### config.mk
export PLATFORM = sky130hd
export DESIGN_NAME = dadda_unsigned_multiplier_cla_8
export DESIGN_NICKNAME = d
export VERILOG_FILES = /design/src/rtl/dadda_unsigned_multiplier_cla_8.sv
export SDC_FILE = /design/constraint.sdc
export NUM_CORES = 1
export LEC_CHECK = 0
export CAP_MARGIN = 20
export CELL_PAD_IN_SITES_DETAIL_PLACEMENT = 2
export CELL_PAD_IN_SITES_GLOBAL_PLACEMENT = 2
export CORE_MARGIN = 2
export CORE_UTILIZATION = 25
export CTS_CLUSTER_SIZE = 8
export DETAILED_ROUTE_END_ITERATION = 12
export PLACE_DENSITY_LB_ADDON = 0.12
export SLEW_MARGIN = 10
export SYNTH_ARGS = -nofsm -noshare
export SYNTH_HDL_FRONTEND = slang
export SYNTH_SLANG_ARGS = --single-unit
### constraint.sdc
create_clock -name clk -period 0.8 [get_ports clk]
set_input_delay 0.12 -clock clk [delete_from_list [all_inputs] [get_ports clk]]
set_output_delay 0.12 -clock clk [all_outputs]
set_load 0.1 [all_outputs]
### src/rtl/dadda_unsigned_multiplier_cla_8.sv
// Unsigned 8x8 multiplier: AND-array partial products, Dadda reduction (8-6-4-3-2)
// and a 16-bit carry-lookahead final adder feeding a registered product.
module dadda_unsigned_multiplier_cla_8 (
    input  logic        clk,
    input  logic        rst,
    input  logic [7:0]  A,
    input  logic [7:0]  B,
    output logic [15:0] product
);

    localparam int DATA_W  = 8;
    localparam int PROD_W  = 16;
    localparam int STAGES  = 4;

    logic [PROD_W-1:0] row_a_p0;
    logic [PROD_W-1:0] row_b_p0;
    logic [PROD_W-1:0] gen_p0;
    logic [PROD_W-1:0] prop_p0;
    logic [PROD_W-1:0] carry_p0;
    logic [PROD_W-1:0] sum_p0;

    // Dadda height targets after each reduction stage.
    function automatic int dadda_target(input int stage);
        case (stage)
            0:       return 6;
            1:       return 4;
            2:       return 3;
            default: return 2;
        endcase
    endfunction

    // Lookahead carries {c4, c3, c2, c1} of one 4-bit group from its carry-in.
    function automatic logic [3:0] cla4_carries(input logic [3:0] g, input logic [3:0] p,
                                                input logic ci);
        logic [3:0] c;
        c[0] = g[0] | (p[0] & ci);
        c[1] = g[1] | (p[1] & g[0]) | (p[1] & p[0] & ci);
        c[2] = g[2] | (p[2] & g[1]) | (p[2] & p[1] & g[0]) | (p[2] & p[1] & p[0] & ci);
        c[3] = g[3] | (p[3] & g[2]) | (p[3] & p[2] & g[1]) | (p[3] & p[2] & p[1] & g[0])
             | (p[3] & p[2] & p[1] & p[0] & ci);
        return c;
    endfunction

    // Stage p0: partial products and Dadda tree. Column bookkeeping is fully static,
    // so the loops unroll into a fixed network of half and full adders.
    always_comb begin : dadda_tree
        logic [PROD_W-1:0][DATA_W-1:0] col;
        logic [PROD_W-1:0][DATA_W-1:0] nxt;
        int cnt  [PROD_W];
        int ncnt [PROD_W];
        int idx;
        int total;
        int d;
        logic x, y, z, s, c;

        row_a_p0 = '0;
        row_b_p0 = '0;
        col      = '0;
        nxt      = '0;
        x = 1'b0; y = 1'b0; z = 1'b0; s = 1'b0; c = 1'b0;
        idx = 0; total = 0; d = 0;
        for (int k = 0; k < PROD_W; k++) begin
            cnt[k]  = 0;
            ncnt[k] = 0;
        end

        for (int i = 0; i < DATA_W; i++) begin
            for (int j = 0; j < DATA_W; j++) begin
                col[4'(i + j)][3'(cnt[i + j])] = A[j] & B[i];
                cnt[i + j] = cnt[i + j] + 1;
            end
        end

        for (int st = 0; st < STAGES; st++) begin
            d   = dadda_target(st);
            nxt = '0;
            for (int k = 0; k < PROD_W; k++) ncnt[k] = 0;

            for (int k = 0; k < PROD_W; k++) begin
                idx = 0;
                // Carries already placed in nxt[k] count toward this column's budget.
                for (int t = 0; t < DATA_W; t++) begin
                    total = ncnt[k] + cnt[k] - idx;
                    if (total > d) begin
                        x = col[4'(k)][3'(idx)];
                        y = col[4'(k)][3'(idx + 1)];
                        if (total - d == 1) begin
                            s   = x ^ y;
                            c   = x & y;
                            idx = idx + 2;
                        end else begin
                            z   = col[4'(k)][3'(idx + 2)];
                            s   = x ^ y ^ z;
                            c   = (x & y) | (x & z) | (y & z);
                            idx = idx + 3;
                        end
                        nxt[4'(k)][3'(ncnt[k])] = s;
                        ncnt[k] = ncnt[k] + 1;
                        if (k < PROD_W - 1) begin
                            nxt[4'(k + 1)][3'(ncnt[k + 1])] = c;
                            ncnt[k + 1] = ncnt[k + 1] + 1;
                        end
                    end
                end
                for (int t = 0; t < DATA_W; t++) begin
                    if (t >= idx && t < cnt[k]) begin
                        nxt[4'(k)][3'(ncnt[k])] = col[4'(k)][3'(t)];
                        ncnt[k] = ncnt[k] + 1;
                    end
                end
            end

            col = nxt;
            for (int k = 0; k < PROD_W; k++) cnt[k] = ncnt[k];
        end

        for (int k = 0; k < PROD_W; k++) begin
            row_a_p0[k] = (cnt[k] > 0) ? col[4'(k)][0] : 1'b0;
            row_b_p0[k] = (cnt[k] > 1) ? col[4'(k)][1] : 1'b0;
        end
    end

    assign gen_p0  = row_a_p0 & row_b_p0;
    assign prop_p0 = row_a_p0 ^ row_b_p0;

    // Lookahead inside each 4-bit group; group carries ripple between groups.
    // The final carry-out is never needed since 255*255 fits in 16 bits.
    always_comb begin : cla_adder
        logic [3:0] grp_c;
        carry_p0    = '0;
        carry_p0[0] = 1'b0;
        grp_c       = '0;
        for (int grp = 0; grp < PROD_W / 4; grp++) begin
            grp_c = cla4_carries(gen_p0[4*grp +: 4], prop_p0[4*grp +: 4], carry_p0[4*grp]);
            carry_p0[4*grp + 1 +: 3] = grp_c[2:0];
            if (grp < PROD_W / 4 - 1) carry_p0[4*grp + 4] = grp_c[3];
        end
    end

    assign sum_p0 = prop_p0 ^ carry_p0;

    // Stage p1: product register.
    always_ff @(posedge clk or posedge rst) begin
        if (rst) product <= '0;
        else     product <= sum_p0;
    end

endmodule

==> impl_metrics.csv, run 1 <==
group,metric,value,unit
synth,synthAdderAreaFrac,0.277,
timing,max_freq,483,MHz
timing,report.final.slew_viol_count,0,
finish,largest_register_ffs,9,
synth,post_synth_num_cell_types,19,
die,start_util,0.260,
setup_path,critical_path.top_delay_family,"adder cells",
timing,timing.final.hold_violations,0,
routing,first_iter_violations,1,
placed_design,place.detailed.hpwl,2030,um
setup_path,crit_path_start_kind,"primary input",
placed_design,routabilityCongestion,0.665,
timing,finalSetupTns,-8.51,ns
routing,via_per_inst,4.13,
finish,antenna_cell_count,0,
timing,finalSetupViolCount,16,
clocking,cts_buffers,3,
global_route,initial_antenna_violation_count,0,
finish,largest_registers,"product: 9 flops",
power,design_power_total,2.85,mW
setup_path,timing.critical_path.required,0.94,ns
die,rows,21,
min_path,timing.hold.worst.class,"in -> async",
die,chipHeight,63.2,um
routing,detail_route.wl_per_cell,12.7,um
global_route,globalRouteOverflowTotal,0,
synth,synth_area_per_cell,9.95,um^2
timing,finalCritPeriodShare,2.59,
synth,ys.warnings.count,0,
global_route,grt_first_pass_wirelength,3820,um
setup_path,crit_path_start,"A[4]",
setup_path,cpPeakStageDelay,0.41,ns
power,vdd.ir_drop.worst,0.576,mV
clocking,cts-root-to-sink-buffers,2,
setup_path,worst-endpoint-arrival,2.21,ns
clocking,cts_sinks,9,
clocking,htree_num_levels,1,
routing,wl,2280,um
die,io_pins,34,
finish,final_nets,169,
finish,areaGrowthSynthToFinish,82.6,%
synth,ys_top_cells_by_area,"dfrtp_1 (26%), ha_1 (19%), and2_1 (14%)",
finish,final_cell_count_no_fill,179,
routing,post-route-drc-count,0,
global_route,first_global_vias,857,
routing,route.vias.total,739,
synth,yosys_register_bits,9,
global_route,pin_count_of_the_biggest_net_entering_global_routing,10,
setup_path,critical-path-slowest-cell,"fa_2",
placed_design,placedCellCount,170,
setup_path,worstPathCellList,"buf_6, and2_4, fa_2, ha_4, xor2_2, xnor2_1, xnor2_1, ha_1, nand2_2, a2111oi_4, or3_1",
clocking,cts_root_buf,"clkbuf_4",
routing,first_pass_iters,2,
die,die_w,63.2,um
die,die-area,3990,um^2
synth,synth_area,876,um^2
die,floorplan.core_area,3360,um^2
timing,minimum_period_implied_by_the_final_worst_setup_slack,2.07,ns
synth,yosysSeqAreaShare,0.257,
power,cellLeakagePower,0.710,nW
run,cap_violations,0,
timing,unrepaired_setup_endpoints_after_global_routing,"yes",
timing,layout_setup_ws,-1.27,ns
synth,synth_top_area_cell,"dfrtp_1",
synth,complex_gate_fraction_of_the_synthesized_area,0.0714,
synth,synthesis.instances,88,
setup_path,critical_path_buf_inv_count,1,
status,violated_checks,"setup timing",
status,status,"complete, but fails checks",
routing,drtAntennaViolNets,0,
clocking,cts_tree,"yes",
clocking,clkTransAtPathRegs,0.06,ns
synth,synthDominantCellAreaShare,0.257,
finish,registers.top_by_ff_count,"product",
synth,synthSimpleGateAreaFrac,0.210,
setup_path,critical_path.max_fanout,3,
setup_path,worstSetupPathType,"in -> reg",
finish,drive_gt1_frac,0.594,
synth,post_synth_xor_area_fraction,0.0900,
synth,main_combinational_cell_family_by_area_after_synthesis,"adder cells",
synth,synth.area.mux_share,0,
global_route,grt.total_usage,0.125,
power,p_per_area,1780,nW/um^2
setup_path,cp_common_cell,"xnor2_1",
finish,number_of_fillers_in_the_final_layout,360,
setup_path,worst_setup_path_end_kind,"flip-flop",
placed_design,portBuffers,22,
-- cell type report --
| type | count | area [um^2] | area share |
|---|---|---|---|
| Sequential cell | 9 | 235 | 0.147 |
| Multi-Input combinational cell | 71 | 790 | 0.494 |
| Inverter | 7 | 26.3 | 0.0164 |
| Tap cell | 46 | 57.6 | 0.0360 |
| Timing Repair Buffer | 42 | 464 | 0.290 |
| Clock buffer | 4 | 26.3 | 0.0164 |
-- power breakdown --
part | internal [mW] | total, mW | switching (mW)
sequential | 0.547 | 0.612 | 0.0649
combinational | 0.775 | 1.90 | 1.12
clock | 0.192 | 0.346 | 0.154
-- cell usage in the layout (no fill, tap or decap), drive strengths merged --
| cell type | instances |
|---|---|
| buf | 37 |
| and2 | 20 |
| ha | 13 |
| dfrtp | 9 |
| nand2 | 9 |
| xnor2 | 8 |
| conb | 7 |
| inv | 7 |
| clkbuf | 5 |
| fa | 4 |
| clkdlybuf4s50 | 2 |
| dlygate4sd2 | 2 |
| nand3 | 2 |
| a21oi | 2 |
| xor2 | 1 |
| a211o | 1 |
| nor2 | 1 |
| a2111oi | 1 |
| a211oi | 1 |
| or3 | 1 |
-- synthesized netlist by cell type --
master	count
a2111oi_4	1
inv_1	7
dfrtp_1	9
buf_4	7
conb_1	1
nand3_1	1
nand3_2	1
a21oi_1	1
fa_1	4
and2_1	20
ha_1	13
a21oi_2	1
xor2_1	1
xnor2_1	8
nand2_1	9
nor2_1	1
or3_1	1
a211o_1	1
a211oi_2	1
-- what timing repair did --
item | CTS | global route
pin swaps | 19 | 9
resized for setup | 54 | 10
setup buffers | 3 | 4
hold buffers | 0 | 0
endpoints found under the setup margin | 18 | 16
cloned | 0 | 0
-- logic make-up after synthesis --
family | after synthesis
buf+inv | 14
xor+xnor | 9
other cells | 1
fa+ha+maj | 17
flops | 9
compound gates | 5
simple gates | 33
-- routing by layer --
metal	up-vias	GRT usage	wire length [um]
met5	-	0	0
met4	0	0.0326	17
met3	2	0.0250	109
met2	24	0.267	1390
met1	356	0.115	762
li1	357	-	-
-- worst paths after layout --
check / end / cells after the start / slack (ns)
hold / removal: product[8]$_DFF_PP0_ / 2 / 0.12
setup / recovery: product[8]$_DFF_PP0_ / 11 / -1.27
max in group asynchronous: product[2]$_DFF_PP0_ / 2 / 0.41
min in group clk: product[0]$_DFF_PP0_ / 2 / 0.27
-- stage by stage --
step	worst slack [ns]	hold slack [ns]	util	area (um^2)
finish	-1.27	0.124	0.475	1600
global route	-1.35	0.161	0.475	1600
CTS	-1.30	0.136	0.462	1560
detailed placement	-2.04	0.408	0.438	1470
global placement	-1.93	0.394	0.438	1470
floorplan	-1.36	-0.0526	-	1040
(Power assumes the default switching activity.)
==> run 2: changes to the inputs <==
--- a/config.mk
+++ b/config.mk
@@ -6,12 +6,13 @@
 export NUM_CORES = 1
 export LEC_CHECK = 0
 export CAP_MARGIN = 20
-export CELL_PAD_IN_SITES_DETAIL_PLACEMENT = 2
-export CELL_PAD_IN_SITES_GLOBAL_PLACEMENT = 2
+export CELL_PAD_IN_SITES_DETAIL_PLACEMENT = 1
+export CELL_PAD_IN_SITES_GLOBAL_PLACEMENT = 1
 export CORE_MARGIN = 2
-export CORE_UTILIZATION = 25
+export CORE_UTILIZATION = 32
 export CTS_CLUSTER_SIZE = 8
 export DETAILED_ROUTE_END_ITERATION = 12
+export GPL_ROUTABILITY_DRIVEN = 1
 export PLACE_DENSITY_LB_ADDON = 0.12
 export SLEW_MARGIN = 10
 export SYNTH_ARGS = -nofsm -noshare
==> impl_metrics.csv, run 2 (synthesis gave the netlist of run 1 again) <==
group,metric,value,unit
status,status,"complete, but fails checks",
status,violated_checks,"setup timing",
timing,max_freq,484,MHz
setup_path,crit_path_start_kind,"primary input",
setup_path,worstSetupPathType,"in -> reg",
finish,largest_register_ffs,9,
clocking,cts-root-to-sink-buffers,2,
power,pwr-share-comb,0.680,
global_route,grt.total_usage,0.153,
die,start_util,0.344,
routing,first_pass_iters,4,
power,power.switching,1.37,mW
placed_design,place.detailed.hpwl,1890,um
power,sequentialPowerShare,0.207,
global_route,grt_first_pass_wirelength,3660,um
setup_path,worst-endpoint-arrival,2.20,ns
routing,via_per_inst,4.54,
placed_design,routabilityCongestion,0.701,
routing,first_iter_violations,4,
finish,largest_registers,"product: 9 flops",
die,rows,18,
power,clock_power_share,0.113,
setup_path,worstPathCellList,"buf_8, and2_4, fa_2, ha_4, xor2_4, xnor2_2, xnor2_1, ha_1, nand2_2, a2111oi_4, or3_1",
timing,layout_setup_ws,-1.27,ns
finish,final_core_util,0.648,
die,chipHeight,56.3,um
timing,unrepaired_setup_endpoints_after_global_routing,"yes",
global_route,globalRouteOverflowTotal,0,
placed_design,portBuffers,22,
global_route,first_global_vias,821,
routing,wl,2410,um
clocking,cts_root_buf,"clkbuf_4",
finish,final_cell_count_no_fill,164,
setup_path,timing.critical_path.required,0.93,ns
clocking,cts_hold_repair.buffers,0,
clocking,clkTransAtPathRegs,0.05,ns
min_path,timing.hold.worst.class,"in -> async",
finish,registers.top_by_ff_count,"product",
clocking,cts_buffers,3,
setup_path,critical_path.max_fanout,5,
timing,finalHoldWorstSlack,0.130,ns
finish,antenna_cell_count,0,
finish,final_nets,170,
routing,post-route-drc-count,0,
setup_path,critical-path-slowest-cell,"fa_2",
timing,finalSetupViolCount,16,
power,design_power_total,2.95,mW
timing,timing.final.hold_violations,0,
routing,drtAntennaViolNets,0,
power,p_per_area,1790,nW/um^2
global_route,initial_antenna_violation_count,0,
die,die-area,3170,um^2
routing,detail_route.wl_per_cell,14.7,um
timing,finalSetupTns,-8.31,ns
finish,mostFrequentLayoutCell,"buf_4",
timing,finalCritPeriodShare,2.58,
timing,report.final.slew_viol_count,0,
setup_path,worst_setup_path_end_kind,"flip-flop",
die,die_w,56.3,um
finish,areaGrowthSynthToFinish,88.4,%
placed_design,placedCellCount,157,
routing,route.vias.total,745,
finish,finalInstanceArea,1650,um^2
die,io_pins,34,
finish,drive_gt1_frac,0.664,
timing,minimum_period_implied_by_the_final_worst_setup_slack,2.07,ns
global_route,pin_count_of_the_biggest_net_entering_global_routing,10,
placed_design,dpl_cell_area,1470,um^2
die,floorplan.core_area,2540,um^2
power,sw_frac_of_total,0.464,
power,cellLeakagePower,0.739,nW
clocking,cts_sinks,9,
finish,mostFrequentLayoutCells,"buf_4 (19), and2_4 (12), ha_4 (10)",
clocking,cts_tree,"yes",
setup_path,cpPeakStageDelay,0.40,ns
placed_design,place_ws,-2.06,ns
run,cap_violations,0,
power,cell_internal_pwr,1.58,mW
clocking,htree_num_levels,1,
power,vdd.ir_drop.worst,1.84,mV
## run 2: changes by cell type in the layout (fill, tap and decap cells not counted), moves of 2 or more
| cell | previous run | this run |
|---|---|---|
| and2_1 | 11 | 8 |
| and2_4 | 9 | 12 |
| buf_4 | 15 | 19 |
| buf_6 | 7 | 5 |
| xnor2_1 | 6 | 3 |
| xnor2_2 | 1 | 3 |
## run 2: worst paths after layout
path	start	slack, ns	to	cells after the start
max in group asynchronous	rst	0.41	product[2]$_DFF_PP0_	2
max	B[1]	-1.27	product[8]$_DFF_PP0_	11
min	rst	0.13	product[8]$_DFF_PP0_	2
min in group clk	B[0]	0.24	product[0]$_DFF_PP0_	3
## run 2: critical path: cells and delay by family
family / cells / cell delay [ns]
adders and majority gates: 3 / 0.92
and+or+nand+nor: 3 / 0.59
xor gates and xnor gates: 3 / 0.42
buffers and inverters: 1 / 0.10
AOI/OAI and AO/OA: 1 / 0.04
## run 2: power groups by stage
stage	Combinational, mW	Sequential (mW)	Clock [mW]
after floorplan	0.649	1.15	0
after global placement	1.78	0.616	0
after detailed placement	1.83	0.622	0
after CTS	1.93	0.613	0.343
after global routing	2.11	0.621	0.371
final	2.00	0.611	0.333
## run 2: repair_timing
| item | CTS | global route |
|---|---|---|
| setup buffers | 1 | 3 |
| pin swaps | 20 | 10 |
| endpoints found under the setup margin | 18 | 16 |
| resized for setup | 62 | 13 |
## run 2: layout make-up
class                           count  area [um^2]
Clock buffer                        4         26.3
Fill cell                         251          895
Inverter                            7         26.3
Multi-Input combinational cell     71          862
Sequential cell                     9          235
Tap cell                           30         37.5
Timing Repair Buffer               43          463
## run 2: metal layers
| metal | part of all wire | track usage | vias to the layer above |
|---|---|---|---|
| met5 | 0 | 0 | - |
| met2 | 0.61 | 0.323 | 24 |
| met1 | 0.33 | 0.140 | 358 |
| met3 | 0.034 | 0.0184 | 4 |
| li1 | - | - | 359 |
| met4 | 0.018 | 0.0680 | 0 |
